===== src/rtl/pipe_mem_pkg.sv =====
// Shared types and constants for the fetch/data memory arbiter.
package pipe_mem_pkg;

  localparam int unsigned DEF_ADDR_W = 32;
  localparam int unsigned DEF_DATA_W = 32;
  localparam int unsigned BE_W       = DEF_DATA_W / 8;
  localparam int unsigned STREAK_W   = 4;

  typedef enum logic [1:0] {
    ARB_IDLE   = 2'd0,
    ARB_I_BUSY = 2'd1,
    ARB_D_BUSY = 2'd2,
    ARB_RESP   = 2'd3
  } arb_state_e;

endpackage


===== src/rtl/arb_sat_counter.sv =====
// Saturating up-counter with enable; holds at all-ones.
module arb_sat_counter #(
  parameter int unsigned W = 32
) (
  input  logic         clk,
  input  logic         rst,
  input  logic         en_i,
  output logic [W-1:0] count_o
);

  logic [W-1:0] count_q, count_d;

  always_comb begin
    count_d = count_q;
    if (en_i && (count_q != '1)) begin
      count_d = count_q + W'(1);
    end
  end

  always_ff @(posedge clk or posedge rst) begin
    if (rst) begin
      count_q <= '0;
    end else begin
      count_q <= count_d;
    end
  end

  assign count_o = count_q;

endmodule


===== src/rtl/pipe_mem_arbiter.sv =====
// Arbitrates fetch (I) and data (D) ports onto one single-ported memory with per-port stalls.
// Define ARB_PERF_CNT_EN to add perf_i_wait/perf_d_wait stall-cycle counters.
module pipe_mem_arbiter
  import pipe_mem_pkg::*;
#(
  parameter int unsigned ADDR_W       = DEF_ADDR_W,
  parameter int unsigned DATA_W       = DEF_DATA_W,
  parameter int unsigned MAX_D_STREAK = 4
) (
  input  logic                clk,
  input  logic                rst,
  input  logic                i_req,
  input  logic [ADDR_W-1:0]   i_addr,
  output logic                i_rvalid,
  output logic [DATA_W-1:0]   i_rdata,
  output logic                i_stall,
  input  logic                d_req,
  input  logic                d_we,
  input  logic [ADDR_W-1:0]   d_addr,
  input  logic [DATA_W-1:0]   d_wdata,
  input  logic [DATA_W/8-1:0] d_be,
  output logic                d_rvalid,
  output logic [DATA_W-1:0]   d_rdata,
  output logic                d_stall,
  output logic                m_req,
  output logic                m_we,
  output logic [ADDR_W-1:0]   m_addr,
  output logic [DATA_W-1:0]   m_wdata,
  output logic [DATA_W/8-1:0] m_be,
  input  logic                m_ready,
  input  logic [DATA_W-1:0]   m_rdata
`ifdef ARB_PERF_CNT_EN
  ,
  output logic [31:0]         perf_i_wait,
  output logic [31:0]         perf_d_wait
`endif
);

  arb_state_e          state_q,    state_d;
  logic [STREAK_W-1:0] streak_q,   streak_d;
  logic                m_req_q,    m_req_d;
  logic                m_we_q,     m_we_d;
  logic [ADDR_W-1:0]   m_addr_q,   m_addr_d;
  logic [DATA_W-1:0]   m_wdata_q,  m_wdata_d;
  logic [DATA_W/8-1:0] m_be_q,     m_be_d;
  logic                i_rvalid_q, i_rvalid_d;
  logic                d_rvalid_q, d_rvalid_d;
  logic [DATA_W-1:0]   i_rdata_q,  i_rdata_d;
  logic [DATA_W-1:0]   d_rdata_q,  d_rdata_d;
  logic                d_win;

  // D (older instruction) wins unless it has starved a waiting fetch for MAX_D_STREAK grants.
  assign d_win = d_req & (~i_req | (streak_q < STREAK_W'(MAX_D_STREAK)));

  always_comb begin
    state_d    = state_q;
    streak_d   = streak_q;
    m_req_d    = m_req_q;
    m_we_d     = m_we_q;
    m_addr_d   = m_addr_q;
    m_wdata_d  = m_wdata_q;
    m_be_d     = m_be_q;
    i_rvalid_d = 1'b0;
    d_rvalid_d = 1'b0;
    i_rdata_d  = i_rdata_q;
    d_rdata_d  = d_rdata_q;
    unique case (state_q)
      ARB_IDLE: begin
        if (d_win) begin
          state_d   = ARB_D_BUSY;
          m_req_d   = 1'b1;
          m_we_d    = d_we;
          m_addr_d  = d_addr;
          m_wdata_d = d_wdata;
          m_be_d    = d_be;
          if (i_req) begin
            if (streak_q != STREAK_W'(MAX_D_STREAK)) begin
              streak_d = streak_q + STREAK_W'(1);
            end
          end else begin
            streak_d = '0;
          end
        end else if (i_req) begin
          state_d   = ARB_I_BUSY;
          m_req_d   = 1'b1;
          m_we_d    = 1'b0;
          m_addr_d  = i_addr;
          m_wdata_d = '0;
          m_be_d    = '0;
          streak_d  = '0;
        end
      end
      ARB_I_BUSY: begin
        if (m_ready) begin
          state_d    = ARB_RESP;
          m_req_d    = 1'b0;
          i_rdata_d  = m_rdata;
          i_rvalid_d = 1'b1;
        end
      end
      ARB_D_BUSY: begin
        if (m_ready) begin
          state_d    = ARB_RESP;
          m_req_d    = 1'b0;
          d_rdata_d  = m_we_q ? '0 : m_rdata;
          d_rvalid_d = 1'b1;
        end
      end
      ARB_RESP: begin
        state_d = ARB_IDLE;
      end
      default: begin
        state_d = ARB_IDLE;
      end
    endcase
  end

  always_ff @(posedge clk or posedge rst) begin
    if (rst) begin
      state_q    <= ARB_IDLE;
      streak_q   <= '0;
      m_req_q    <= 1'b0;
      m_we_q     <= 1'b0;
      m_addr_q   <= '0;
      m_wdata_q  <= '0;
      m_be_q     <= '0;
      i_rvalid_q <= 1'b0;
      d_rvalid_q <= 1'b0;
      i_rdata_q  <= '0;
      d_rdata_q  <= '0;
    end else begin
      state_q    <= state_d;
      streak_q   <= streak_d;
      m_req_q    <= m_req_d;
      m_we_q     <= m_we_d;
      m_addr_q   <= m_addr_d;
      m_wdata_q  <= m_wdata_d;
      m_be_q     <= m_be_d;
      i_rvalid_q <= i_rvalid_d;
      d_rvalid_q <= d_rvalid_d;
      i_rdata_q  <= i_rdata_d;
      d_rdata_q  <= d_rdata_d;
    end
  end

  assign m_req    = m_req_q;
  assign m_we     = m_we_q;
  assign m_addr   = m_addr_q;
  assign m_wdata  = m_wdata_q;
  assign m_be     = m_be_q;
  assign i_rvalid = i_rvalid_q;
  assign d_rvalid = d_rvalid_q;
  assign i_rdata  = i_rdata_q;
  assign d_rdata  = d_rdata_q;

  // Stalls are forced low while rst is held so the pipeline is released immediately.
  assign i_stall = i_req & ~i_rvalid_q & ~rst;
  assign d_stall = d_req & ~d_rvalid_q & ~rst;

`ifdef ARB_PERF_CNT_EN
  arb_sat_counter #(.W(32)) u_i_wait (
    .clk    (clk),
    .rst    (rst),
    .en_i   (i_stall),
    .count_o(perf_i_wait)
  );

  arb_sat_counter #(.W(32)) u_d_wait (
    .clk    (clk),
    .rst    (rst),
    .en_i   (d_stall),
    .count_o(perf_d_wait)
  );
`endif

endmodule


===== config.mk =====
export PLATFORM = sky130hd
export DESIGN_NAME = pipe_mem_arbiter
export DESIGN_NICKNAME = d
export VERILOG_FILES = /design/src/rtl/pipe_mem_pkg.sv /design/src/rtl/arb_sat_counter.sv /design/src/rtl/pipe_mem_arbiter.sv
export SDC_FILE = /design/constraint.sdc
export NUM_CORES = 1
export LEC_CHECK = 0
export CORE_AREA = 10 10 98 186
export CTS_CLUSTER_DIAMETER = 60
export CTS_CLUSTER_SIZE = 24
export DETAILED_ROUTE_END_ITERATION = 8
export DIE_AREA = 0 0 108 196
export PLACE_DENSITY = 0.79
export SLEW_MARGIN = 20
export SYNTH_ARGS = -nofsm -noshare
export SYNTH_HDL_FRONTEND = slang
export SYNTH_SLANG_ARGS = --single-unit

===== constraint.sdc =====
create_clock -name clk -period 7.1 [get_ports clk]
set_input_delay 2.13 -clock clk [delete_from_list [all_inputs] [get_ports clk]]
set_output_delay 2.13 -clock clk [all_outputs]
set_load 0.01 [all_outputs]

==> impl_results.md <==
- Status: finished, final reports clean
- Top Usage Layer GRT: met2
- H-tree depth: 4
- Vias in the first global route: 5693
- Buf/Inv on CP: 2
- Worst reg2reg setup slack: 4.81 ns
- Number of flops mapped to enable cells by yosys: 0
- Required time of the critical path: 4.97 ns
- Family with the most delay on the worst path: buffers and inverters
- Synth Area per Inst: 10.4 um2
- Clock-pin slew on the worst setup and hold paths: 0.06 ns
- Syn. warnings: 0
- Die height: 196 um
- Post-route clock period utilization: 81.2%
- Die Footprint: 21200 um2
- Most frequent cells in the layout: clkdlybuf4s50_1, nand2_1, dfrtp_1
- Power Dens Cells: 423 nW/um2
- Via count: 5369
- RSZ-0062 raised after global routing: false
- Kind of critical path: in2out
- Post-synth net total: 743
- Die X: 108 um
- RePlAce Congestion: 0.814
- Crit path DAT: 3.64 ns
- Static Leakage: 4.12 nW
- CP endpoint kind: output pin
- First drt pass iteration count: 4
- Hpwl dp: 14.9 mm
- Sequential-to-total area share from yosys stat: 56.9%
- IO Port Bufs: 275
- Async SR Flop Fraction: 100%
- Slew HR: 30.6%
- Final wirelength: 20.9 mm
- DRC: 0
- Most common cell after layout, fill and taps aside: clkdlybuf4s50_1
- Total CTS buffers: 17
- CP max FO: 7
- Initial core utilization: 40.8%
- Syn-to-layout area delta: 54.7%
- Clock sinks: 142
- CP Launch Type: primary input
- # IOs: 276
- Hold-fix buffers at CTS: 0
- Post-CTS Resized: 0
- Layout cells sized above 1: 12.1%
- Drt wl/cell: 19.6 um
- Post-synthesis cell area: 6250 um2
- Clock period minus worst slack: 5.77 ns
- Total global routing overflow: 0
- Area leader, netlist: dfrtp_1
- Met2 usage: 34.0%
- DR iter-0 viols: 252
- Maximum vdd drop: 0.181 mV
- Crit path max-delay cell type: clkdlybuf4s50_1
- HP Class: reg2reg
- Final setup viols: 0
- Top post-synthesis cells by area: dfrtp_1, nand2_1, o211ai_2
- Post-synthesis cell type count: 29
- Max_cap viols: 0
- Root Buffer: clkbuf_16
- Share of the synthesized area in the top cell type: 56.9%
- Post-CTS setup buffer count: 0
- Worst skew pair latency: 0.42 ns
- Met3 usage: 4.92%
- Fin. Hold Viols: 0
- Nets: 996
- Maximum clock path buffer count: 2
- Overall routing resource usage: 19.5%
- First-pass GRT wire length: 32.0 mm
- Fin. max-slew vios: 0
- Final hold slack: 0.474 ns
- Most frequent CP cell: clkdlybuf4s50_1
- Worst Tran Pin Value: 1.04 ns
- Vias per cell: 5.05
- Fillers: 1258
- Seq cells post-synth: 142
- DRT antenna net count: 0
- Core area: 15300 um2
- Worst path cell trace: clkdlybuf4s50_1 > nor3b_1 > clkdlybuf4s50_1
- Layout Skew: 0.00749 ns
- Mapped Cells: 599
- Initial antenna violation count: 1
- Top FF cell, synth: dfrtp_1
- Core Rows: 64
- Largest net degree at the start of global routing: 107
- Slowest stage delay, CP: 0.68 ns
- CTS tree: built
- Met1 track demand over resource: 20.0%
- Fmax: 173 MHz
- Total Neg Setup Slack: 0 ns
-- cells by family (layout without fill, tap and decap cells) --
group | after synthesis | in the layout | share of synthesized area [%]
DFF | 142 | 142 | 56.9
buffers and inverters | 55 | 321 | 4.57
muxes | 34 | 34 | 6.11
and+or+nand+nor | 251 | 251 | 18.1
other | 0 | 1 | 0
adders and majority gates | 6 | 6 | 1.20
AOI/OAI and AO/OA | 111 | 111 | 13.1
-- per-stage QoR --
| step | total power, mW | util [%] | setup slack (ns) | instances | instance area, um2 |
|---|---|---|---|---|---|
| detailed placement | 3.20 | 59.1 | 1.34 | 1031 | 9040 |
| global route | 4.33 | 63.2 | 1.29 | 1064 | 9660 |
| global placement | 3.15 | 59.1 | 1.35 | 1031 | 9040 |
| floorplan | 2.21 | - | 1.16 | 599 | 6250 |
| finish | 4.08 | 63.2 | 1.33 | 1064 | 9660 |
| CTS | 4.14 | 63.1 | 1.33 | 1063 | 9650 |
-- cell usage after synthesis (4+ instances only) --
library cell,number
nand4_1,33
ha_1,6
mux2_2,32
clkbuf_1,18
o211ai_2,30
dfrtp_1,142
o21ai_0,66
buf_2,18
nand2b_1,32
buf_6,4
nand2_1,174
o21ai_1,5
inv_1,8
nor2_1,4
buf_4,7
-- flip-flops by register name (all words and copies together), names as in the netlist, 2 cells and up --
signal and cells:
streak_q 4, m_wdata 32, state_q 2, i_rdata 32
m_be 4, m_addr 32, d_rdata 32
-- layout make-up --
type	count	area [um2]	share of cell area [%]
clock buffers	20	447	4.62
clock inverters	12	163	1.68
multi-input cells	402	2420	25.0
well taps	198	248	2.56
diodes	1	2.50	0.0259
flip-flops and latches	142	3550	36.8
inverters	8	35.0	0.363
repair buffers	281	2800	29.0
-- final timing paths --
| path | startpoint | endpoint | cells past startpoint |
|---|---|---|---|
| worst max-delay path | i_req | i_stall | 3 |
| worst min-delay path | m_wdata[31]$_DFFE_PP0P_ | m_wdata[31]$_DFFE_PP0P_ | 2 |
| worst max register to register | streak_q[3]$_DFFE_PP0P_ | m_wdata[15]$_DFFE_PP0P_ | 3 |
| worst min register to register | m_wdata[31]$_DFFE_PP0P_ | m_wdata[31]$_DFFE_PP0P_ | 2 |
| max in group asynchronous | rst | m_wdata[2]$_DFFE_PP0P_ | 3 |
| min in group asynchronous | rst | d_rdata[31]$_DFFE_PP0P_ | 2 |
-- power by group --
part           leakage [nW]  internal [mW]  switching, mW
clock network         0.284          0.565          0.360
logic                  2.06          0.955          0.850
registers              1.78           1.16          0.193
-- worst reg2reg max path, stage by stage, from the launching register on --
cell and delay (ns):
dfrtp_1 0.40, o21ai_4 0.82, nand2_2 0.64, o21ai_0 0.35
-- per-layer routing --
metal	share of wire, %	vias up	routed length, um
met5	0	-	0
met4	5.1	0	1070
met3	5.6	57	1170
met2	54	195	11300
met1	35	2578	7370
li1	-	2539	-
(Power assumes the default switching activity.)
==> RTL edit (config.mk and constraints unchanged) <==
Change the package constant `STREAK_W` from 4 to 3.
--- a/src/rtl/pipe_mem_pkg.sv
+++ b/src/rtl/pipe_mem_pkg.sv
@@ -6,3 +6,3 @@
   localparam int unsigned BE_W       = DEF_DATA_W / 8;
-  localparam int unsigned STREAK_W   = 4;
+  localparam int unsigned STREAK_W   = 3;
 
Formal check against the unedited RTL: no difference found for any inputs over 4 cycles, from zero or initial values and one cycle with rst high; that may be too few to reach the edited logic, so the function may still have changed.
==> RTL edit against the unedited design <==
Synthesized cell count decreased by 16%. Wire length decreased by 8.0%. Hold slack improved by 0.0038 ns. Worst setup slack got worse by 0.067 ns. Design area decreased by 4.0%. Area after synthesis decreased by 7.3%. Final cell count decreased by 7.7%. Total power increased by 0.13%. Sequential cell count decreased by 1. Register-to-register slack improved by 0.22 ns. Largest cell class unchanged.
==> RTL edit: results (changes against the unedited design) <==
The run finished with clean final reports. The minimum hold slack was 0.477 ns (+0.00378 ns). The violation count after the first detailed-routing iteration is 106 (-58%). The final net count was 913 (-8.3%). Number of cells on the worst hold path: 2 (unchanged). Ranked by instance count, the synthesized netlist is headed by sky130_fd_sc_hd__dfrtp_1, sky130_fd_sc_hd__a21oi_1, sky130_fd_sc_hd__nand2_1. The logs give 29.3 mm (-8.4%) for the wire length of the first global-routing pass and 31.5% (+0.91 points) for the worst-case headroom to the max-slew limit.

For the cell leakage power, the log shows 3.98 nW (-3.4%). The mean cell area of the mapped netlist came out at 11.5 um2 (+10%). The area fraction in compound gates after synthesis came out at 16.4% (+3.3 points). The tools report the largest net degree at the start of global routing as 106 (-0.93%). The multiplexer share of the synthesized area was 6.96% (+0.85 points).

The post-synthesis net count was 648 (-13%). Largest driver fanout on the critical path: 8 (+1). The portion of the post-synthesis area used by sequential elements is 60.9% (+4.1 points). By area the synthesized netlist is led by sky130_fd_sc_hd__dfrtp_1, sky130_fd_sc_hd__mux2_2, sky130_fd_sc_hd__a21oi_1, sky130_fd_sc_hd__a22o_2, sky130_fd_sc_hd__nand2_1. The post-synthesis adder-cell area fraction works out to 1.30% (+0.095 points).

The end point of the worst hold path is d_rdata[27]. The data arrival time of the critical path was 3.70 ns (+0.06 ns); the routed length per placed instance was 19.6 um (-0.33%). The length in cells of the worst reg-to-reg path was 5 (+2). Post-detailed-placement half-perimeter wirelength: 14.1 mm (-5.4%).

The run gives 0.813 (about the same) as the last weighted congestion value of the routability-driven placer. The startpoint identified for the worst register-to-register timing path is state_q[0]. The number of global-route vias before repair was 5,134 (-9.8%); the count of unique library cells instantiated by Yosys was 23 (-21%). The number of instances in the placed design is 947 (-8.1%), and the slack of the worst reg-to-reg path is 5.03 ns (+0.22 ns).

The tools report the maximum ir drop on the vdd rail as 210 uV (+16%). The number of antenna violations at the first check in global routing was 2 (+1); the post-detailed-route via-to-cell ratio was 4.90 (-2.8%).
RTL edit: changes by cell type after synthesis, moves of 30 or more:
cell,unedited run,this run
sky130_fd_sc_hd__nand4_1,33,0
sky130_fd_sc_hd__o21ai_0,66,32
sky130_fd_sc_hd__a21oi_1,1,67
sky130_fd_sc_hd__nand2_1,174,67
sky130_fd_sc_hd__o211ai_2,30,0
sky130_fd_sc_hd__nor2_1,4,34
RTL edit: critical path, cell delays in order:
cell and delay, ns:
sky130_fd_sc_hd__clkdlybuf4s50_1 0.76, sky130_fd_sc_hd__nor3b_1 0.25, sky130_fd_sc_hd__clkdlybuf4s50_1 0.57
RTL edit: through the flow:
step	area [um2]	total power (W)	util, %
detailed placement	8620	0.00319	56.4
global route	9280	0.00434	60.7
CTS	9240	0.00414	60.4
global placement	8620	0.00315	56.4
floorplan	5790	0.00219	-
finish	9280	0.00409	60.7
RTL edit: layout make-up:
type / instances / area, um2
antenna: 2 / 5.00
clock buffer: 19 / 453
clock inverter: 13 / 164
fill: 1242 / 6020
inverter: 7 / 31.3
multi-input combinational: 323 / 2050
sequential: 141 / 3530
tap: 198 / 248
timing repair buffer: 279 / 2800
RTL edit: per-layer routing:
layer	wire (um)	track usage [%]	vias up
li1	-	-	2265
met1	6720	18.1	2325
met2	10300	31.3	194
met3	1620	6.37	30
met4	570	8.76	0
met5	0	0	-
RTL edit: where the power goes:
group	total [W]	leakage (nW)	switching [W]	internal, W
clock network	0.000924	0.288	0.000351	0.000573
logic	0.00179	1.98	0.000770	0.00102
registers	0.00138	1.72	0.000208	0.00117
total	0.00409	3.98	0.00133	0.00276
RTL edit: logic make-up after synthesis:
group | count (synthesis)
AO/OA/AOI/OAI | 144
flip-flops | 141
AND/OR/NAND/NOR | 137
buffers and inverters | 40
multiplexers | 36
adder cells (fa/ha/maj) | 6
